$ cat src/rtl/cpu_ctrl_pkg.sv
// cpu_ctrl_pkg: shared types, instruction field positions and the opcode-class
// step table for the 19-bit CPU control unit.
package cpu_ctrl_pkg;

    // 19-bit instruction format: [18:14] opcode, [13:10] dst, [9:6] src, [5:0] imm
    localparam int unsigned INSTR_W    = 19;
    localparam int unsigned OPCODE_W   = 5;
    localparam int unsigned REG_SEL_W  = 4;
    localparam int unsigned IMM_W      = 6;
    localparam int unsigned OPCODE_MSB = 18;
    localparam int unsigned DST_MSB    = 13;
    localparam int unsigned SRC_MSB    = 9;
    localparam int unsigned IMM_MSB    = 5;
    localparam int unsigned STEP_CNT_W = 4;

    typedef enum logic [1:0] {
        IDLE = 2'd0,
        EXEC = 2'd1,
        HALT = 2'd2
    } seq_state_t;

    // Opcode class lives in opcode[4:3]
    localparam logic [1:0] CLS_ALU    = 2'b00;
    localparam logic [1:0] CLS_MEM    = 2'b01;
    localparam logic [1:0] CLS_BRANCH = 2'b10;
    localparam logic [1:0] CLS_SYS    = 2'b11;

    localparam logic [OPCODE_W-1:0] OP_HALT = 5'b11111;

    localparam logic [STEP_CNT_W-1:0] STEPS_ALU    = 4'd3;
    localparam logic [STEP_CNT_W-1:0] STEPS_MEM    = 4'd5;
    localparam logic [STEP_CNT_W-1:0] STEPS_BRANCH = 4'd2;
    localparam logic [STEP_CNT_W-1:0] STEPS_SYS    = 4'd1;

    // Number of execution steps for an opcode, chosen by its class
    function automatic logic [STEP_CNT_W-1:0] steps_for_opcode(input logic [OPCODE_W-1:0] opcode);
        logic [STEP_CNT_W-1:0] n;
        case (opcode[OPCODE_W-1 -: 2])
            CLS_ALU:    n = STEPS_ALU;
            CLS_MEM:    n = STEPS_MEM;
            CLS_BRANCH: n = STEPS_BRANCH;
            default:    n = STEPS_SYS;
        endcase
        return n;
    endfunction

endpackage

$ cat src/rtl/instr_step_sequencer_step_counter.sv
// step_counter: loadable micro-step counter with hold, clear and a
// terminal-count compare against the latched last step index.
// Ports:
//   clk, rst        - clock, synchronous active-high reset
//   load_i          - restart at step 0 with last index last_idx_i
//   last_idx_i      - final step index (count - 1) for the new instruction
//   inc_i           - advance one step (deasserted = hold)
//   clear_i         - return to step 0, last index 0 (has priority over load)
//   step_o          - current step
//   terminal_c      - step_o equals the latched last index
module step_counter #(
    parameter int unsigned STEP_W = 3
) (
    input  logic              clk,
    input  logic              rst,
    input  logic              load_i,
    input  logic [STEP_W-1:0] last_idx_i,
    input  logic              inc_i,
    input  logic              clear_i,
    output logic [STEP_W-1:0] step_o,
    output logic              terminal_c
);

    logic [STEP_W-1:0] step_q, step_d;
    logic [STEP_W-1:0] last_q, last_d;

    // Next-count selection: clear > load > increment > hold
    always_comb begin
        step_d = step_q;
        last_d = last_q;
        if (clear_i) begin
            step_d = '0;
            last_d = '0;
        end else if (load_i) begin
            step_d = '0;
            last_d = last_idx_i;
        end else if (inc_i) begin
            step_d = step_q + STEP_W'(1);
        end
    end

    always_ff @(posedge clk) begin
        if (rst) begin
            step_q <= '0;
            last_q <= '0;
        end else begin
            step_q <= step_d;
            last_q <= last_d;
        end
    end

    assign step_o     = step_q;
    assign terminal_c = (step_q == last_q);

endmodule

$ cat src/rtl/instr_step_sequencer.sv
// instr_step_sequencer: control-unit front stage. Accepts one instruction over
// valid/ready, registers its fields and walks a micro-step counter through the
// number of steps its opcode class needs.
// Ports:
//   clk, rst                    - clock, synchronous active-high reset
//   instr_in, instr_valid       - instruction word and its valid
//   instr_ready                 - instruction can be accepted this cycle
//   stall                       - hold the current step
//   flush                       - abort the current instruction
//   opcode, dst_sel, src_sel, imm - registered instruction fields
//   step, step_valid, last_step - micro-step index, valid in EXEC, final step
//   halted                      - in HALT state
module instr_step_sequencer
    import cpu_ctrl_pkg::*;
#(
    parameter int unsigned IW     = 19,
    parameter int unsigned OPW    = 5,
    parameter int unsigned RSW    = 4,
    parameter int unsigned STEP_W = 3
) (
    input  logic              clk,
    input  logic              rst,
    input  logic [IW-1:0]     instr_in,
    input  logic              instr_valid,
    output logic              instr_ready,
    input  logic              stall,
    input  logic              flush,
    output logic [OPW-1:0]    opcode,
    output logic [RSW-1:0]    dst_sel,
    output logic [RSW-1:0]    src_sel,
    output logic [5:0]        imm,
    output logic [STEP_W-1:0] step,
    output logic              step_valid,
    output logic              last_step,
    output logic              halted
);

    seq_state_t        state_q, state_d;
    logic [OPW-1:0]    opcode_q, opcode_d;
    logic [RSW-1:0]    dst_q, dst_d;
    logic [RSW-1:0]    src_q, src_d;
    logic [5:0]        imm_q, imm_d;

    logic              cnt_load, cnt_inc, cnt_clear, cnt_terminal;
    logic [STEP_W-1:0] cnt_step;
    logic [STEP_W-1:0] new_last_idx;
    logic [OPW-1:0]    new_opcode;
    logic              accept;

    assign new_opcode   = instr_in[IW-1 -: OPW];
    assign new_last_idx = STEP_W'(steps_for_opcode(5'(new_opcode)) - 4'd1);

    // Ready depends only on state, counter and stall/flush, never on instr_in
    assign instr_ready = ~rst & ((state_q == IDLE) |
                                 ((state_q == EXEC) & cnt_terminal & ~stall & ~flush));
    assign accept      = instr_valid & instr_ready;

    always_comb begin
        state_d   = state_q;
        opcode_d  = opcode_q;
        dst_d     = dst_q;
        src_d     = src_q;
        imm_d     = imm_q;
        cnt_load  = 1'b0;
        cnt_inc   = 1'b0;
        cnt_clear = 1'b0;

        case (state_q)
            IDLE: begin
                if (accept) begin
                    cnt_load = 1'b1;
                    state_d  = (new_opcode == OPW'(OP_HALT)) ? HALT : EXEC;
                end
            end
            EXEC: begin
                if (flush) begin
                    state_d   = IDLE;
                    cnt_clear = 1'b1;
                    opcode_d  = '0;
                    dst_d     = '0;
                    src_d     = '0;
                    imm_d     = '0;
                end else if (!stall) begin
                    if (!cnt_terminal) begin
                        cnt_inc = 1'b1;
                    end else if (accept) begin
                        // back-to-back restart, no bubble
                        cnt_load = 1'b1;
                        state_d  = (new_opcode == OPW'(OP_HALT)) ? HALT : EXEC;
                    end else begin
                        state_d   = IDLE;
                        cnt_clear = 1'b1;
                    end
                end
            end
            HALT: begin
                state_d = HALT;
            end
            default: begin
                state_d   = IDLE;
                cnt_clear = 1'b1;
            end
        endcase

        // accept only ever coincides with a load
        if (cnt_load) begin
            opcode_d = new_opcode;
            dst_d    = instr_in[IW-OPW-1 -: RSW];
            src_d    = instr_in[IW-OPW-RSW-1 -: RSW];
            imm_d    = instr_in[5:0];
        end
    end

    always_ff @(posedge clk) begin
        if (rst) begin
            state_q  <= IDLE;
            opcode_q <= '0;
            dst_q    <= '0;
            src_q    <= '0;
            imm_q    <= '0;
        end else begin
            state_q  <= state_d;
            opcode_q <= opcode_d;
            dst_q    <= dst_d;
            src_q    <= src_d;
            imm_q    <= imm_d;
        end
    end

    step_counter #(
        .STEP_W (STEP_W)
    ) u_step_counter (
        .clk        (clk),
        .rst        (rst),
        .load_i     (cnt_load),
        .last_idx_i (new_last_idx),
        .inc_i      (cnt_inc),
        .clear_i    (cnt_clear),
        .step_o     (cnt_step),
        .terminal_c (cnt_terminal)
    );

    assign opcode     = opcode_q;
    assign dst_sel    = dst_q;
    assign src_sel    = src_q;
    assign imm        = imm_q;
    assign step       = cnt_step;
    assign step_valid = (state_q == EXEC);
    assign last_step  = (state_q == EXEC) & cnt_terminal;
    assign halted     = (state_q == HALT);

endmodule

$ cat config.mk
export PLATFORM = sky130hd
export DESIGN_NAME = instr_step_sequencer
export DESIGN_NICKNAME = d
export VERILOG_FILES = /design/src/rtl/cpu_ctrl_pkg.sv /design/src/rtl/instr_step_sequencer_step_counter.sv /design/src/rtl/instr_step_sequencer.sv
export SDC_FILE = /design/constraint.sdc
export NUM_CORES = 1
export LEC_CHECK = 0
export CORE_UTILIZATION = 37
export CTS_BUF_LIST = sky130_fd_sc_hd__clkbuf_4 sky130_fd_sc_hd__clkbuf_8 sky130_fd_sc_hd__clkbuf_16
export DETAILED_ROUTE_END_ITERATION = 16
export PLACE_DENSITY = 0.83
export SLEW_MARGIN = 10
export SYNTH_ARGS = -nofsm -noshare
export SYNTH_HDL_FRONTEND = slang
export SYNTH_SLANG_ARGS = --single-unit
$ cat constraint.sdc
create_clock -name clk -period 1.8 [get_ports clk]
set_clock_uncertainty 0.1 [all_clocks]
set_input_delay 0.36 -clock clk [delete_from_list [all_inputs] [get_ports clk]]
set_output_delay 0.36 -clock clk [all_outputs]
set_load 0.1 [all_outputs]
==> out/results.ini <==
[status]
status = finished with violations
violations = DRC, setup timing

[worst_setup_path]
crit_required_ns = 1.34
path_class = reg2out
r2r_start = state_q[1]
cp.arrival_ns = 1.49
endpoint_kind = output port
r2r-end = imm[3]
setup.worst_path.start_class = flip-flop
r2r_cells = 7
r2r_setup_slack_ns = -0.10
critPathMaxFanout = 2

[routing]
avgViaCountPerCell = 5.73
drc_errors = 3
num_vias = 1181
drt_iter0_markers = 45
routed_wl_microns = 3850
firstDrtPassIters = 10
drtAntennaViolNets = 0
wl_per_cell_microns = 18.7

[pwr]
pwr-share-clk_pct = 16.6
ir_drop_uv = 622
combPwrFrac_pct = 42.0
internal_power_mw = 1.01
leakage_nw = 0.922
seqPwrFrac_pct = 41.4
total_power_mw = 1.62
swShare_pct = 37.7
switchingPower_uw = 613
p_per_area_nw_per_um2 = 705

[finish]
finalNonFillerCells = 206
final_nets = 201
area_growth_pct = 98.6
filler_cell_count = 169
antennaDiodeCount = 0
drive_gt1_share_pct = 47.4
final_util_pct = 80.7

[clock_tree]
cts-root-buf = clkbuf_4
clockBufferDepth = 2
clock_sinks = 27
h-tree-depth = 1
cts_tree = done
clk_pin_slew_ns = 0.14
insertion_delay_ns = 0.31
numCtsBuffers = 3

[die]
die_y_microns = 58.0
core-area_sq_um = 2850
num_rows = 19
pin_count = 50
dieWidth_microns = 58.0
die_area_sq_um = 3360
start_util_pct = 40.7

[yosys]
yosysTopAreaCell = dfxtp_1
avgSynthCellArea_sq_um = 11.0
seq_area_frac_synth_pct = 46.6
synth-seq-cells = 27
synth_most_common_cell = dfxtp_1
syn_nets = 130
syn_inst = 105
synth_common_cells = dfxtp_1, a22o_1, and3_1, xnor2_1, xor2_1
synth_area_leaders = dfxtp_1, a22o_1, xnor2_1, xor2_1, a41oi_4
synthArstFlopShare_pct = 0
netlist_area_sq_um = 1160
yosysWarnings = 0
synthDistinctLibCells = 35
synth-main-ff-cell = dfxtp_1
netlist.area_leader.share_pct = 46.6
synth_edf_count = 0

[min_path]
hold_end = src_sel[1]
holdPathStages = 1
hp-class = reg2reg
holdCritStartpoint = src_sel[1]

[global_routing]
antenna_found_initial = 0
grt_usage_pct = 24.8
grt_max_degree = 20
grt_pass1_vias = 1321
grt_pass1_wl_microns = 6310
overflow = 0

[timing]
min_period_ns = 1.95
relSlewSlack_pct = 70.6
maxSlewViolCount = 0
max_freq_mhz = 513
rsz0062_at_grt = yes
layout_setup_ws_ns = -0.149
worst_pin_slew_ns = 0.437
setup_viol = 24
period_share_pct = 108
hold_viol = 0

[placed_design]
placed_cells = 196
finalWeightedCongestion = 0.856
port_buffers = 49
hpwl_microns = 2910

[run]
maxCapViolCount = 0

==> sequential cells by signal, summed over array words and instances (netlist names) <==
signal	flops
state_q	2
dst_sel	4
src_sel	4
imm	6
u_step_counter.last_q	3
u_step_counter.step_o	3
opcode	5
==> per-stage QoR <==
stage / setup WS, ns / instance area (sq um) / hold WS, ns / setup TNS [ns]
2_1_floorplan: -0.488 / 1250 / 0.393 / -1.49
3_3_place_gp: -0.427 / 2140 / 0.421 / -10.56
3_5_place_dp: -0.527 / 2140 / 0.425 / -12.48
4_1_cts: -0.234 / 2300 / 0.462 / -2.91
5_1_grt: -0.196 / 2300 / 0.472 / -2.71
6_report: -0.149 / 2300 / 0.466 / -1.81
==> worst max-delay path, stage by stage (launching register included) <==
cell,delay (ns)
dfxtp_2,0.37
nor4b_4,0.30
a41oi_4,0.18
nor2_4,0.14
buf_12,0.18
==> power groups by stage <==
stage               combinational (mW)  sequential (mW)  clock [mW]
floorplan                        0.166            0.882           0
global placement                 0.644            0.680           0
detailed placement               0.660            0.683           0
CTS                              0.682            0.671       0.282
global route                     0.704            0.674       0.306
finish                           0.683            0.671       0.270
==> cell usage in the layout (no fill, tap or decap), types with 2 or more instances in the layout <==
master           Yosys  layout
a21oi_1              3       2
a22o_1              19      19
clkbuf_4             0       4
nor3_1               2       2
clkdlybuf4s50_1      0      21
nor2_1               3       2
buf_12               0      28
buf_6                2       2
nor4b_4              1       2
a31o_2               3       3
nand2b_1             3       2
nand2_1              2       2
buf_4                1      17
xnor2_2              0       3
dfxtp_4              0       5
dfxtp_1             27      19
dfxtp_2              0       3
and3_1               4       3
xor2_4               0       2
inv_1                3       2
o21ai_0              2       2
==> how the worst max path moves through the flow <==
stage | start | to | slack [ns] | cells after the start
finish | state_q[1] | instr_ready | -0.15 | 4
global route | u_step_counter.last_q[2] | last_step | -0.20 | 3
CTS | state_q[1] | instr_ready | -0.23 | 4
detailed placement | stall | u_step_counter.last_q[2] | -0.53 | 6
global placement | stall | u_step_counter.step_o[1] | -0.43 | 6
floorplan | u_step_counter.step_o[1] | last_step | -0.49 | 2
==> area by class of cell <==
cell class	instances	area, sq um	area share [%]
inverters	3	15.0	0.652
repair buffers	70	940	40.8
well taps	31	38.8	1.68
clock buffers	4	30.0	1.30
multi-input cells	71	717	31.1
flip-flops and latches	27	563	24.4
==> logic make-up after synthesis <==
group,synth area share (%)
compound gates,27.1
xor+xnor,6.04
fa+ha+maj,1.08
buf+inv,3.99
flops,46.6
mux,0.971
simple gates,14.2
==> repair_timing <==
| action | CTS | global route |
|---|---|---|
| pin swaps | 7 | 4 |
| setup buffers | 7 | 0 |
| endpoints found under the setup margin | 26 | 28 |
| hold buffers | 0 | 0 |
| resized for setup | 19 | 3 |
==> routing by layer <==
| layer | track usage (%) | part of all wire, % | wire length (microns) |
|---|---|---|---|
| met1 | 26.9 | 36 | 1380 |
| met3 | 6.25 | 7.6 | 292 |
| met5 | 0 | 0 | 0 |
| met2 | 44.0 | 53 | 2060 |
| met4 | 13.3 | 3.3 | 127 |
Power figures use the tool's default switching activity.
